<file path="config.mk">
export PLATFORM = sky130hd
export DESIGN_NAME = ifu_fetch_flat
export DESIGN_NICKNAME = d
export VERILOG_FILES = /design/src/rtl/ifu_fetch_if.sv /design/src/rtl/ifu_fetch.sv /design/src/flat_wrapper.sv
export SDC_FILE = /design/constraint.sdc
export NUM_CORES = 1
export LEC_CHECK = 0
export ABC_AREA = 1
export BUFFER_PORTS_ARGS = -buffer_cell sky130_fd_sc_hd__buf_2
export CAP_MARGIN = 20
export CORE_ASPECT_RATIO = 2
export CORE_MARGIN = 10
export CORE_UTILIZATION = 36
export CTS_BUF_LIST = sky130_fd_sc_hd__clkbuf_4 sky130_fd_sc_hd__clkbuf_8
export CTS_CLUSTER_DIAMETER = 120
export DETAILED_ROUTE_END_ITERATION = 16
export MAX_ROUTING_LAYER = met4
export PLACE_DENSITY = 0.64
export SLEW_MARGIN = 10
export SYNTH_ARGS = -nofsm -noshare
export SYNTH_HDL_FRONTEND = slang
export SYNTH_SLANG_ARGS = --single-unit
</file>
<file path="constraint.sdc">
create_clock -name clk -period 8 [get_ports clk]
set_input_delay 0.4 -clock clk [delete_from_list [all_inputs] [get_ports clk]]
set_output_delay 0.4 -clock clk [all_outputs]
set_load 0.1 [all_outputs]
</file>
<file path="src/rtl/ifu_fetch_if.sv">
// Fetch-unit bus bundle: memory request/response channel, decoder handoff and next-PC return.
// The master modport is the fetch unit; the slave modport is its environment.
interface ifu_fetch_if #(
    parameter int ADDR_WIDTH = 32,
    parameter int ISA_WIDTH  = 32
);
    logic                  mem_req_valid;
    logic                  mem_req_ready;
    logic [ADDR_WIDTH-1:0] mem_req_addr;
    logic                  mem_rsp_valid;
    logic [ISA_WIDTH-1:0]  mem_rsp_data;
    logic                  mem_rsp_err;
    logic                  inst_valid;
    logic                  inst_ready;
    logic [ISA_WIDTH-1:0]  inst;
    logic [ADDR_WIDTH-1:0] pc;
    logic                  fetch_err;
    logic                  pc_next_valid;
    logic [ADDR_WIDTH-1:0] pc_next;

    modport master (
        output mem_req_valid, mem_req_addr, inst_valid, inst, pc, fetch_err,
        input  mem_req_ready, mem_rsp_valid, mem_rsp_data, mem_rsp_err,
        input  inst_ready, pc_next_valid, pc_next
    );

    modport slave (
        input  mem_req_valid, mem_req_addr, inst_valid, inst, pc, fetch_err,
        output mem_req_ready, mem_rsp_valid, mem_rsp_data, mem_rsp_err,
        output inst_ready, pc_next_valid, pc_next
    );
endinterface

</file>
<file path="src/rtl/ifu_fetch.sv">
// Instruction fetch unit: sole PC holder, one outstanding fetch at a time, registered
// {inst, pc, fetch_err} handoff to the decoder, then waits for the next PC.
module ifu_fetch #(
    parameter int                    ADDR_WIDTH = 32,
    parameter int                    ISA_WIDTH  = 32,
    parameter logic [ADDR_WIDTH-1:0] RESET_PC   = 32'h80000000
) (
    input  logic         clk,
    input  logic         rst,
    ifu_fetch_if.master  fetch_bus
);
    typedef enum logic [2:0] {
        S_IDLE,
        S_REQ,
        S_WAIT,
        S_HOLD,
        S_PC
    } state_t;

    state_t                state_q, state_d;
    logic [ADDR_WIDTH-1:0] pc_q, pc_d;
    logic [ADDR_WIDTH-1:0] addr_q, addr_d;
    logic                  req_vld_q, req_vld_d;
    logic                  inst_vld_q, inst_vld_d;
    logic [ISA_WIDTH-1:0]  inst_q, inst_d;
    logic                  err_q, err_d;

    always_ff @(posedge clk or posedge rst) begin
        if (rst) begin
            state_q    <= S_IDLE;
            pc_q       <= RESET_PC;
            addr_q     <= RESET_PC;
            req_vld_q  <= 1'b0;
            inst_vld_q <= 1'b0;
            inst_q     <= '0;
            err_q      <= 1'b0;
        end else begin
            state_q    <= state_d;
            pc_q       <= pc_d;
            addr_q     <= addr_d;
            req_vld_q  <= req_vld_d;
            inst_vld_q <= inst_vld_d;
            inst_q     <= inst_d;
            err_q      <= err_d;
        end
    end

    always_comb begin
        state_d    = state_q;
        pc_d       = pc_q;
        addr_d     = addr_q;
        req_vld_d  = req_vld_q;
        inst_vld_d = inst_vld_q;
        inst_d     = inst_q;
        err_d      = err_q;

        unique case (state_q)
            S_IDLE: begin
                addr_d    = pc_q;
                req_vld_d = 1'b1;
                state_d   = S_REQ;
            end
            S_REQ: begin
                if (fetch_bus.mem_req_ready) begin
                    req_vld_d = 1'b0;
                    state_d   = S_WAIT;
                end
            end
            S_WAIT: begin
                if (fetch_bus.mem_rsp_valid) begin
                    inst_d     = fetch_bus.mem_rsp_data;
                    err_d      = fetch_bus.mem_rsp_err;
                    inst_vld_d = 1'b1;
                    state_d    = S_HOLD;
                end
            end
            S_HOLD: begin
                if (fetch_bus.inst_ready) begin
                    inst_vld_d = 1'b0;
                    state_d    = S_PC;
                end
            end
            S_PC: begin
                if (fetch_bus.pc_next_valid) begin
                    pc_d = fetch_bus.pc_next;
                    if (fetch_bus.pc_next[1:0] == 2'b00) begin
                        addr_d    = fetch_bus.pc_next;
                        req_vld_d = 1'b1;
                        state_d   = S_REQ;
                    end else begin
                        // Misaligned target: report the fault directly, never touch memory.
                        inst_d     = '0;
                        err_d      = 1'b1;
                        inst_vld_d = 1'b1;
                        state_d    = S_HOLD;
                    end
                end
            end
            default: state_d = S_IDLE;
        endcase
    end

    assign fetch_bus.mem_req_valid = req_vld_q;
    assign fetch_bus.mem_req_addr  = addr_q;
    assign fetch_bus.inst_valid    = inst_vld_q;
    assign fetch_bus.inst          = inst_q;
    assign fetch_bus.pc            = pc_q;
    assign fetch_bus.fetch_err     = err_q;
endmodule

</file>
<file path="src/flat_wrapper.sv">
// flat-port wrapper written by rule: the top's interface ports become plain ports
module ifu_fetch_flat 
#(
    parameter int                    ADDR_WIDTH = 32,
    parameter int                    ISA_WIDTH  = 32,
    parameter logic [ADDR_WIDTH-1:0] RESET_PC   = 32'h80000000
)
  (clk, rst, fetch_bus_mem_req_valid, fetch_bus_mem_req_addr, fetch_bus_inst_valid, fetch_bus_inst, fetch_bus_pc, fetch_bus_fetch_err, fetch_bus_mem_req_ready, fetch_bus_mem_rsp_valid, fetch_bus_mem_rsp_data, fetch_bus_mem_rsp_err, fetch_bus_inst_ready, fetch_bus_pc_next_valid, fetch_bus_pc_next);
  ifu_fetch_if #(.ADDR_WIDTH(ADDR_WIDTH), .ISA_WIDTH(ISA_WIDTH)) fetch_bus_i ();
  input  logic clk;
  input  logic rst;
  output wire logic [$bits(fetch_bus_i.mem_req_valid)-1:0] fetch_bus_mem_req_valid;
  output wire logic [$bits(fetch_bus_i.mem_req_addr)-1:0] fetch_bus_mem_req_addr;
  output wire logic [$bits(fetch_bus_i.inst_valid)-1:0] fetch_bus_inst_valid;
  output wire logic [$bits(fetch_bus_i.inst)-1:0] fetch_bus_inst;
  output wire logic [$bits(fetch_bus_i.pc)-1:0] fetch_bus_pc;
  output wire logic [$bits(fetch_bus_i.fetch_err)-1:0] fetch_bus_fetch_err;
  input wire logic [$bits(fetch_bus_i.mem_req_ready)-1:0] fetch_bus_mem_req_ready;
  input wire logic [$bits(fetch_bus_i.mem_rsp_valid)-1:0] fetch_bus_mem_rsp_valid;
  input wire logic [$bits(fetch_bus_i.mem_rsp_data)-1:0] fetch_bus_mem_rsp_data;
  input wire logic [$bits(fetch_bus_i.mem_rsp_err)-1:0] fetch_bus_mem_rsp_err;
  input wire logic [$bits(fetch_bus_i.inst_ready)-1:0] fetch_bus_inst_ready;
  input wire logic [$bits(fetch_bus_i.pc_next_valid)-1:0] fetch_bus_pc_next_valid;
  input wire logic [$bits(fetch_bus_i.pc_next)-1:0] fetch_bus_pc_next;
  assign fetch_bus_mem_req_valid = fetch_bus_i.mem_req_valid;
  assign fetch_bus_mem_req_addr = fetch_bus_i.mem_req_addr;
  assign fetch_bus_inst_valid = fetch_bus_i.inst_valid;
  assign fetch_bus_inst = fetch_bus_i.inst;
  assign fetch_bus_pc = fetch_bus_i.pc;
  assign fetch_bus_fetch_err = fetch_bus_i.fetch_err;
  assign fetch_bus_i.mem_req_ready = fetch_bus_mem_req_ready;
  assign fetch_bus_i.mem_rsp_valid = fetch_bus_mem_rsp_valid;
  assign fetch_bus_i.mem_rsp_data = fetch_bus_mem_rsp_data;
  assign fetch_bus_i.mem_rsp_err = fetch_bus_mem_rsp_err;
  assign fetch_bus_i.inst_ready = fetch_bus_inst_ready;
  assign fetch_bus_i.pc_next_valid = fetch_bus_pc_next_valid;
  assign fetch_bus_i.pc_next = fetch_bus_pc_next;
  ifu_fetch #(.ADDR_WIDTH(ADDR_WIDTH), .ISA_WIDTH(ISA_WIDTH), .RESET_PC(RESET_PC)) u_core (.clk(clk), .rst(rst), .fetch_bus(fetch_bus_i));
endmodule
</file>
# After elaboration in Yosys (flattened, before gate mapping)
# Index checks and enable logic that the tools add are counted.
[word_totals]
inputBits = 71
ff_bits = 102
[classes]
n_eq_ne = 10
n_mux = 24
n_reduce_logical = 12
[op_table]
columns = ["op", "n"]
rows = [
  ["32-bit 2-to-1 mux", 5],
  ["32-bit one-hot mux with 2 select lines", 2],
  ["3-bit one-hot mux with 5 select lines", 1],
  ["3-bit 2-to-1 mux", 4],
  ["4-bit AND reduction", 3],
  ["2-bit != test (second input constant)", 5],
  ["1-bit 2-to-1 mux", 8],
  ["3-bit by 2-bit equality test with 1-bit output (second input constant)", 2],
  ["1-bit one-hot mux with 3 select lines", 2],
  ["3-bit nonzero test", 2],
  ["5-bit AND reduction", 1],
  ["2-bit nonzero test", 2],
  ["3-bit by 1-bit equality test with 1-bit output (second input constant)", 1],
  ["3-bit equality test (second input constant)", 1],
  ["3-bit zero test", 1],
  ["3-bit AND reduction", 1],
  ["2-bit zero test", 1],
  ["2-bit 2-to-1 mux", 1],
  ["2-bit by 1-bit != test with 1-bit output (second input constant)", 1],
  ["1-bit one-hot mux with 2 select lines", 1],
  ["2-bit AND reduction", 1],
]

# Longest topological paths before layout
# Gate-level depths: netlist (run 1).
[depth]
word_depth = 4
mapped_depth = 9

# Least setup slack after synthesis (run 1)
# OpenSTA, ideal clock, no wires.
[synth_path]
path_type = "register to register"
start = "register u_core.state_q[1]"
end = "register u_core.inst_q[0] (netlist: u_core.fetch_bus.inst[0])"
path_buffers = 1
slack_ns = 6.554
t_arrival_ns = 1.324
setup_ns = 0.122
stages_incl_launch_ff = 10
period_less_slack_ns = 1.446
path_cell_list = "dfrtp_1 inv_2 nand2_1 nor2_4 nand2_4 nand2_4 nand3_4 buf_6 nand2_1 nand2_1"
[synth_between]
elab_chain_len = 3
elab_cells_between_ends = 8
classes_between = "eq/ne: 5; mux: 1; reduce/logical: 2"
[synth_rtl]
columns = ["element", "line", "source"]
rows = [
  ["start: declaration", "ifu_fetch.sv:20", "state_t state_q, state_d;"],
  ["start signal: assignment", "ifu_fetch.sv:38", "state_q <= state_d;"],
  ["3-bit equality test / 3-bit by 2-bit equality test with 1-bit output (equally long branches)", "ifu_fetch.sv:57", "unique case (state_q)"],
  ["2-bit != test (no line) / 2-bit nonzero test (equally long branches)", "--", ""],
  ["4-bit AND reduction (no line)", "--", ""],
  ["end signal: assignment", "ifu_fetch.sv:43", "inst_q <= inst_d;"],
  ["end: declaration", "ifu_fetch.sv:25", "logic [ISA_WIDTH-1:0] inst_q, inst_d;"],
]
# Parallel ways exist; a longest one is shown, timed or not.
# A chain may end at the register's enable or synchronous reset.

# Final worst setup path (run 1)
[layout_path]
start = "register u_core.state_q[0]"
end = "register u_core.pc_q[25] (netlist: u_core.fetch_bus.pc[25])"
[layout_between]
elab_chain_len = 2
[layout_rtl]
columns = ["element", "line", "source"]
rows = [
  ["3-bit equality test", "ifu_fetch.sv:57", ""],
  ["2-bit AND reduction (no line)", "--", ""],
  ["end signal: assignment", "ifu_fetch.sv:39", "pc_q <= pc_d;"],
  ["end: declaration", "ifu_fetch.sv:21", "logic [ADDR_WIDTH-1:0] pc_q, pc_d;"],
]
# Every way passes these cells.

==> out/qor.yml, run 1 <==
status:
  status: "finished clean"
timing:
  fin_setup_tns_ns: 0
  fin_crit_sh_pct: 32.1
  clock_skew_ns: 0.0126
  setup_viol: 0
  finalWorstPathRequiredPeriod_ns: 2.57
  worst_pin_slew_ns: 0.949
  finalHoldViolations: 0
  drv_slew: 0
  slew_headroom_pct: 36.5
  max_freq_mhz: 389
  rsz0062_at_grt: "false"
setup_path:
  end_kind: "flip-flop"
  critPathArrivalTime_ns: 2.85
  cp_slowest_stage_delay_ns: 0.76
  cp_slowest_cell: "nand2_2"
  path_max_fanout: 64
  r2r-start: "u_core.state_q[0]"
  worstSetupPathType: "flip-flop to flip-flop"
  path_cells: "inv_2 > nand2_1 > nor2_4 > nand2_2 > o21ai_0"
  worstPathRequired_ns: 8.28
  crit_path_start_kind: "flip-flop"
  cp-startpoint: "u_core.state_q[0]"
floorplan:
  start_util_pct: 36.7
  pin_count: 170
  die-width_um: 101
  dieArea_um2: 18500
  core_um2: 13000
  die_h_um: 183
  rows: 59
grt:
  grt_pass1_wl_mm: 22.3
  grt_pass1_vias: 4393
  grt_max_degree: 66
  antenna_found_initial: 0
  overflow: 0
  grt_usage_pct: 15.4
routing:
  drt_pass1_iterations: 4
  detail_route.iter0.violations: 138
  wl_mm: 13.9
  vias: 4208
  drc: 0
  vias_per_cell: 4.59
  ant_nets: 0
  wl_per_cell_um: 15.1
yosys:
  syn_nets: 681
  synth-seq-cells: 102
  netlist_area_um2: 4760
  ys_types: 18
  synth.yosys.seq_area_share_pct: 53.6
  yosysWarnings: 0
  postSynthCellCount: 610
  postSynthAreaPerCell_um2: 7.81
clock_tree:
  holdBufCountCts: 0
  clk_latency_ns: 0.38
  cts_setup_buffers: 0
  clk_pin_slew_ns: 0.11
  h-tree-depth: 3
  cts_tree: "built"
  cts.sinks: 102
  cts_buffer_depth: 2
  cts_root_buf: "clkbuf_8"
  post_cts_resized: 0
  cts_made_buffers: 9
placement:
  hpwl_mm: 10.2
  port_buffers: 169
  place.gp.congestion: 0.828
finish:
  seqCellArea_um2: 2550
  antennaDiodeCount: 0
  area_delta_synth_final_pct: 23.7
  fill_cells: 1359
  final_nets: 830
  drive_above_1_share_pct: 26.7
  multi_input_area_um2: 1730
job:
  maxCapViolCount: 0
min_path:
  hold_class: "input port to asynchronous set/reset pin"
==> cells by family after synthesis <==
logic type,after synthesis,synth area share (%)
AO/OA/AOI/OAI,70,7.35
buffers and inverters,111,10.1
flip-flops,102,53.6
AND/OR/NAND/NOR,327,28.9
==> per-stage QoR <==
stage	utilization, %	cell area [µm²]	cells	setup WS [ns]	hold slack [ns]
finish	45.3	5890	916	5.43	0.0466
global route	45.3	5890	916	5.03	0.0648
CTS	45.2	5870	915	5.37	0.0565
detailed placement	43.3	5630	899	5.37	0.454
global placement	43.3	5630	899	5.46	0.450
floorplan	-	4760	610	4.93	0.525
==> final timing paths <==
path	endpoint	slack (ns)	cells past startpoint
min in group clk	u_core.fetch_bus.pc[31]	0.26	3
setup / recovery	u_core.fetch_bus.pc[25]	5.43	5
hold / removal	u_core.fetch_bus.inst[16]	0.05	2
setup reg to reg	u_core.fetch_bus.pc[25]	5.43	5
max in group asynchronous	u_core.fetch_bus.pc[6]	6.78	3
hold reg to reg	u_core.fetch_bus.inst[5]	0.47	2
==> worst max-delay path, delay by kind of cell, from the launching register on <==
kind	cells	cell delay [ns]
flops	1	0.47
buf+inv	1	0.10
simple gates	3	1.45
compound gates	1	0.43
==> registers in the layout (all words and copies together), names as in the netlist <==
name,cells
u_core.fetch_bus.mem_req_valid,1
u_core.fetch_bus.inst,32
u_core.fetch_bus.fetch_err,1
u_core.fetch_bus.pc,32
u_core.state_q,3
u_core.fetch_bus.mem_req_addr,32
u_core.fetch_bus.inst_valid,1
==> final cells by class <==
class | count | share of cell area [%]
timing repair buffer | 173 | 15.1
clock inverter | 7 | 1.97
clock buffer | 9 | 2.10
multi-input combinational | 397 | 29.4
inverter | 76 | 4.88
sequential | 102 | 43.4
tap | 152 | 3.23
==> synthesized netlist by cell type <==
cell type	number	area share, %
nand2_1	245	19
dfrtp_1	100	53
inv_1	72	5.7
o21ai_0	69	7.2
nor2_1	37	2.9
nand4_1	34	4.5
buf_2	19	2.0
clkbuf_1	8	0.63
buf_4	5	0.79
inv_2	4	0.32
nand3_1	4	0.42
buf_6	3	0.71
dfstp_2	2	1.1
nand2_4	2	0.47
nand3_4	2	0.74
nor2_4	2	0.47
a21oi_1	1	0.10
nand2_2	1	0.13
==> layer usage <==
| metal | share of wire, % | global-route usage (%) | wire [µm] | vias to the layer above |
|---|---|---|---|---|
| met5 | 0 | - | 0 | - |
| met1 | 39 | 16.0 | 5360 | 1901 |
| met4 | 1.7 | 4.93 | 237 | 0 |
| li1 | - | - | - | 2173 |
| met2 | 55 | 27.1 | 7600 | 117 |
| met3 | 4.8 | 4.01 | 672 | 17 |
==> layout by cell type, fill, tap and decap left out, drive strengths merged <==
| cell | synthesis | final |
|---|---|---|
| nand3 | 6 | 6 |
| dfrtp | 100 | 100 |
| nor2 | 39 | 39 |
| o21ai | 69 | 69 |
| nand2 | 248 | 248 |
| clkbuf | 8 | 9 |
| dfstp | 2 | 2 |
| nand4 | 34 | 34 |
| buf | 27 | 173 |
| bufinv | 0 | 2 |
| clkinv | 0 | 2 |
| a21oi | 1 | 1 |
| inv | 76 | 79 |
Power of run 1 is left out: the tool's default activity adds up to more than one toggle a clock period on the data nets, which glitch-free logic cannot reach.
==> run 2: changes to the inputs <==
ABC_AREA = 0   (was 1)
PLACE_DENSITY = 0.67   (was 0.64)
clock period = 2.3 ns   (was 8 ns; I/O delays follow)
==> run 2 against run 1 <==
  * Core utilization grew 6.3 points
  * Clock-buffer cell count grew 1
  * Global-route usage grew 1.2 points
  * Worst hold slack lost 0.023 ns
  * Area after synthesis shrank 7.6%
  * Non-clock buffer count grew 69
  * Register-to-register slack lost 5.0 ns
  * Critical path depth shrank 1
  * Routed wire length grew 4.1%
  * Critical endpoint is now u_core.fetch_bus.mem_req_addr[6]
==> out/qor.yml, run 2 <==
floorplan:
  pin_count: 170  # unchanged
  dieArea_um2: 17300  # was 18500 µm²
  die-width_um: 98.2  # was 101 µm
  core_um2: 12100  # was 13000 µm²
  start_util_pct: 36.5  # was 36.7%
  rows: 57  # was 59
  die_h_um: 176  # was 183 µm
routing:
  detail_route.iter0.violations: 217  # was 138
  wl_per_cell_um: 18.7  # was 15.1 µm
  vias: 4091  # was 4208
  wl_mm: 14.4  # was 13.9 mm
  drt_pass1_iterations: 5  # was 4
  ant_nets: 0  # unchanged
  vias_per_cell: 5.31  # was 4.59
  drc: 0  # unchanged
yosys:
  netlist.area_leader.share_pct: 56.9  # was 52.5%
  postSynthCellCount: 399  # was 610
  postSynthAreaPerCell_um2: 11.0  # was 7.81 µm²
  netlist_area_um2: 4400  # was 4760 µm²
  synth_flop_cell: "dfrtp_1"  # unchanged
  synth.top_cells.by_area: "dfrtp_1 57%, mux2_2 8.2%, nand2_1 7.2%"  # was dfrtp_1 53%, nand2_1 19%, o21ai_0 7.2%
  synth-seq-cells: 102  # unchanged
  yosysWarnings: 0  # unchanged
  synth_largest_area_cell: "dfrtp_1"  # unchanged
  async_flop_share_pct: 100  # unchanged
  synth.yosys.seq_area_share_pct: 58.0  # was 53.6%
  syn_nets: 470  # was 681
  ys_types: 34  # was 18
  synth_edf_count: 0  # unchanged
  synth_common_cells: "100 x dfrtp_1, 84 x nand2_1, 35 x o21ai_0"  # was 245 x nand2_1, 100 x dfrtp_1, 72 x inv_1
  yosysMostFrequentCell: "dfrtp_1"  # was nand2_1
grt:
  grt_pass1_vias: 4432  # was 4393
  antenna_found_initial: 1  # was 0
  grt_usage_pct: 16.6  # was 15.4%
  grt_max_degree: 66  # unchanged
  grt_pass1_wl_mm: 22.9  # was 22.3 mm
  overflow: 0  # unchanged
placement:
  place.gp.congestion: 0.871  # was 0.828
  hpwl_mm: 10.2  # about the same
  port_buffers: 169  # unchanged
setup_path:
  cp_slowest_stage_delay_ns: 0.54  # was 0.76 ns
  worstPathRequired_ns: 2.55  # was 8.28 ns
  crit_path_start_kind: "flip-flop"  # unchanged
  end_kind: "flip-flop"  # unchanged
  worstSetupPathType: "flip-flop to flip-flop"  # unchanged
  path_max_fanout: 27  # was 64
  path_cells: "buf_4 > nand4bb_1 > o22ai_1 > a2bb2oi_2"  # was inv_2 > nand2_1 > nor2_4 > nand2_2 > o21ai_0
  critPathArrivalTime_ns: 2.16  # was 2.85 ns
  cp_slowest_cell: "nand4bb_1"  # was nand2_2
clock_tree:
  cts_tree: "built"  # unchanged
  cts_made_buffers: 9  # unchanged
  cts_setup_buffers: 0  # unchanged
  clk_latency_ns: 0.37  # was 0.38 ns
  cts_buffer_depth: 2  # unchanged
  h-tree-depth: 3  # unchanged
  clk_pin_slew_ns: 0.10  # was 0.11 ns
  cts.sinks: 102  # unchanged
  cts_root_buf: "clkbuf_8"  # unchanged
timing:
  worst_pin_slew_ns: 0.595  # was 0.949 ns
  fin_crit_sh_pct: 82.9  # was 32.1%
  setup_viol: 0  # unchanged
  finalHoldViolations: 0  # unchanged
  slew_headroom_pct: 60.1  # was 36.5%
  clock_skew_ns: 0.0108  # was 0.0126 ns
  max_freq_mhz: 524  # was 389 MHz
  drv_slew: 0  # unchanged
  finalWorstPathRequiredPeriod_ns: 1.91  # was 2.57 ns
  fin_setup_tns_ns: 0  # unchanged
  rsz0062_at_grt: "false"  # unchanged
finish:
  drive_above_1_share_pct: 40.5  # was 26.7%
  final_cell_mix: "169 x buf_2, 99 x dfrtp_1, 84 x nand2_1"  # was 244 x nand2_1, 169 x buf_2, 100 x dfrtp_1
  final_util_pct: 51.6  # was 45.3%
  final_common_cell: "buf_2"  # was nand2_1
  final_nets: 688  # was 830
  area_delta_synth_final_pct: 41.3  # was 23.7%
job:
  maxCapViolCount: 0  # unchanged
min_path:
  hold_class: "input port to flip-flop"  # was input port to asynchronous set/reset pin
status:
  status: "finished clean"  # unchanged
[run 2: cell types whose count changed after synthesis, sizes merged, moves of 18 or more]
cell   delta
a32oi    +18
inv      -72
mux2     +32
nand2   -164
nor2     -35
o21ai    -33
[run 2: kinds of logic after synthesis]
family | Yosys count | synth area share [%]
simple gates | 135 | 14.3
flops | 102 | 58.0
mux | 32 | 8.19
compound gates | 91 | 15.6
buf+inv | 39 | 3.87
[run 2: layer usage]
layer  global-route usage (%)  vias up  wire length [µm]
met5                        -        -                 0
met4                     9.42        0               586
met3                     3.41       39               772
met2                     28.9      166              7800
met1                     16.9     2012              5280
li1                         -     1874                 -
[run 2: layout make-up]
cell class | count | area [µm²]
Clock buffer | 10 | 138
Sequential cell | 102 | 2560
Fill cell | 1053 | 5830
Clock inverter | 6 | 52.6
Multi-Input combinational cell | 258 | 1700
Inverter | 4 | 18.8
Antenna cell | 1 | 2.50
Timing Repair Buffer | 242 | 1570
Tap cell | 147 | 184
[run 2: timing repair]
item,CTS,global route
hold endpoints to repair,170,0
endpoints found under the setup margin,0,0
hold buffers,60,0
gates resized for setup,0,0
[run 2: through the flow]
step / instance area [µm²] / std cells / setup WS (ns) / hold slack [ns]
final: 6220 / 770 / 0.393 / 0.0240
after global routing: 6220 / 770 / 0.195 / 0.00196
after CTS: 6220 / 769 / 0.379 / 0.00601
after detailed placement: 5430 / 693 / 0.413 / 0.263
after global placement: 5430 / 693 / 0.446 / 0.247
after floorplan: 4410 / 399 / 0.831 / 0.232
[run 2: path summary, 6_finish.rpt]
| check | start | to | slack, ns | depth (start not counted) |
|---|---|---|---|---|
| worst max register to register | u_core.state_q[2] | u_core.fetch_bus.mem_req_addr[6] | 0.39 | 4 |
| worst max-delay path | u_core.state_q[2] | u_core.fetch_bus.mem_req_addr[6] | 0.39 | 4 |
| worst min register to register | u_core.fetch_bus.mem_req_addr[31] | u_core.fetch_bus.mem_req_addr[31] | 0.50 | 2 |
| max in group asynchronous | rst | u_core.fetch_bus.pc[31] | 1.45 | 4 |
| worst min-delay path | fetch_bus_pc_next[2] | u_core.fetch_bus.pc[2] | 0.02 | 2 |
| min in group asynchronous | rst | u_core.fetch_bus.pc[8] | 0.40 | 4 |
[run 2: worst max-delay path, delay by kind of cell (launching register included)]
family,cells,cell delay (ns)
buffers and inverters,1,0.32
AO/OA/AOI/OAI,2,0.44
AND/OR/NAND/NOR,1,0.54
flip-flops,1,0.49
Power of run 2 is left out for the same reason.
==> run 3: changes to the inputs <==
clock period = 1.6 ns   (was 2.3 ns; I/O delays follow)
==> run 3 against run 2 <==
  * Fmax increased by 29%
  * Worst hold slack improved by 0.027 ns
  * Die area unchanged
  * Setup slack got worse by 0.27 ns
  * Critical endpoint is now u_core.fetch_bus.pc[25]
==> out/qor.yml, run 3 (same netlist as run 2, synthesis figures left out) <==
status:
  status: "finished clean"  # unchanged
finish:
  final_common_cell: "buf_2"  # unchanged
  area_delta_synth_final_pct: 45.8  # was 41.3%
  final_nets: 698  # was 688
  final_cell_mix: "169 x buf_2, 99 x dfrtp_1, 84 x nand2_1"  # unchanged
  drive_above_1_share_pct: 40.7  # was 40.5%
  fill_cells: 1056  # was 1053
  multi_input_area_um2: 1700  # unchanged
  seqCellArea_um2: 2560  # unchanged
timing:
  setup_viol: 0  # unchanged
  rsz0062_at_grt: "false"  # unchanged
  finalHoldViolations: 0  # unchanged
  slew_headroom_pct: 65.3  # was 60.1%
  worst_pin_slew_ns: 0.524  # was 0.595 ns
  max_freq_mhz: 675  # was 524 MHz
  fin_setup_tns_ns: 0  # unchanged
  drv_slew: 0  # unchanged
  fin_ws_ns: 0.120  # was 0.393 ns
  fin_crit_sh_pct: 92.5  # was 82.9%
  clock_skew_ns: 0.0109  # was 0.0108 ns
  fin_hold_ws_ns: 0.0508  # was 0.0240 ns
  finalWorstPathRequiredPeriod_ns: 1.48  # was 1.91 ns
setup_path:
  crit_path_start_kind: "flip-flop"  # unchanged
  worstPathRequired_ns: 1.85  # was 2.55 ns
  critPathArrivalTime_ns: 1.73  # was 2.16 ns
  path_max_fanout: 18  # was 27
  reg2reg_depth: 3  # was 4
  end_kind: "flip-flop"  # unchanged
  worstSetupPathType: "flip-flop to flip-flop"  # unchanged
routing:
  detail_route.iter0.violations: 152  # was 217
  drc: 0  # unchanged
  vias: 4150  # was 4091
  vias_per_cell: 5.31  # about the same
  ant_nets: 0  # unchanged
  drt_pass1_iterations: 5  # unchanged
  wl_mm: 14.5  # was 14.4 mm
  wl_per_cell_um: 18.6  # was 18.7 µm
floorplan:
  dieArea_um2: 17300  # unchanged
  die-width_um: 98.2  # unchanged
  die_h_um: 176  # unchanged
  rows: 57  # unchanged
  pin_count: 170  # unchanged
  core_um2: 12100  # unchanged
  start_util_pct: 36.5  # unchanged
clock_tree:
  clk_pin_slew_ns: 0.10  # about the same
  post_cts_resized: 0  # unchanged
  cts.sinks: 102  # unchanged
  cts_setup_buffers: 0  # unchanged
  h-tree-depth: 3  # unchanged
  cts_buffer_depth: 2  # unchanged
  cts_tree: "built"  # unchanged
  cts_root_buf: "clkbuf_8"  # unchanged
  clk_latency_ns: 0.37  # about the same
  cts_made_buffers: 9  # unchanged
grt:
  grt_busiest_layer: "met2"  # unchanged
  antenna_found_initial: 2  # was 1
  grt_usage_pct: 16.6  # about the same
  grt_pass1_wl_mm: 23.0  # was 22.9 mm
  globalRouteMet2Util_pct: 29.5  # was 28.9%
  overflow: 0  # unchanged
  met3_usage_pct: 3.05  # was 3.41%
  grt_util_met1_pct: 16.6  # was 16.9%
  grt_max_degree: 52  # was 66
  grt_pass1_vias: 4497  # was 4432
placement:
  pre_cts_ws_ns: 0.115  # was 0.413 ns
  place.gp.congestion: 0.821  # was 0.871
  hpwl_mm: 10.2  # about the same
  port_buffers: 169  # unchanged
job:
  maxCapViolCount: 0  # unchanged
min_path:
  hold_class: "input port to flip-flop"  # unchanged
  holdPathStages: 2  # unchanged
## run 3: cell type report
| class | count | share of cell area, % |
|---|---|---|
| diodes | 3 | 0.117 |
| clock buffers | 10 | 2.14 |
| clock inverters | 6 | 1.09 |
| inverters | 4 | 0.292 |
| multi-input cells | 258 | 26.5 |
| flip-flops and latches | 102 | 39.8 |
| well taps | 147 | 2.87 |
| repair buffers | 252 | 27.2 |
## run 3: repair_timing
item,4_1_cts,5_1_grt
setup endpoints to repair,0,0
hold endpoints to repair,97,0
hold buffers,65,0
## run 3: metrics by stage
step | utilization, % | area (µm²) | cells
after floorplan | - | 4410 | 399
after global placement | 46.1 | 5550 | 698
after detailed placement | 46.1 | 5550 | 698
after CTS | 53.2 | 6410 | 779
after global routing | 53.2 | 6410 | 781
final | 53.2 | 6420 | 782
## run 3: critical path: stages (launching register included)
cell and delay (ns):
dfrtp_1 0.43, and4bb_2 0.40, buf_12 0.18, mux2_2 0.34
## run 3: routing by layer
layer  vias to the layer above  share of wire, %
met5                         -                 0
met4                         0               4.5
met3                        42               5.2
met2                       186                54
met1                      2029                36
li1                       1893                 -
## run 3: worst paths after layout
path | start | endpoint | slack [ns]
max in group asynchronous | rst | u_core.fetch_bus.inst[15] | 0.73
min in group asynchronous | rst | u_core.fetch_bus.inst[29] | 0.26
setup / recovery | u_core.state_q[0] | u_core.fetch_bus.pc[25] | 0.12
hold / removal | fetch_bus_pc_next[1] | u_core.fetch_bus.pc[1] | 0.05
setup reg to reg | u_core.state_q[0] | u_core.fetch_bus.pc[25] | 0.12
hold reg to reg | u_core.fetch_bus.mem_req_addr[31] | u_core.fetch_bus.mem_req_addr[31] | 0.50
Power of run 3 is left out for the same reason.
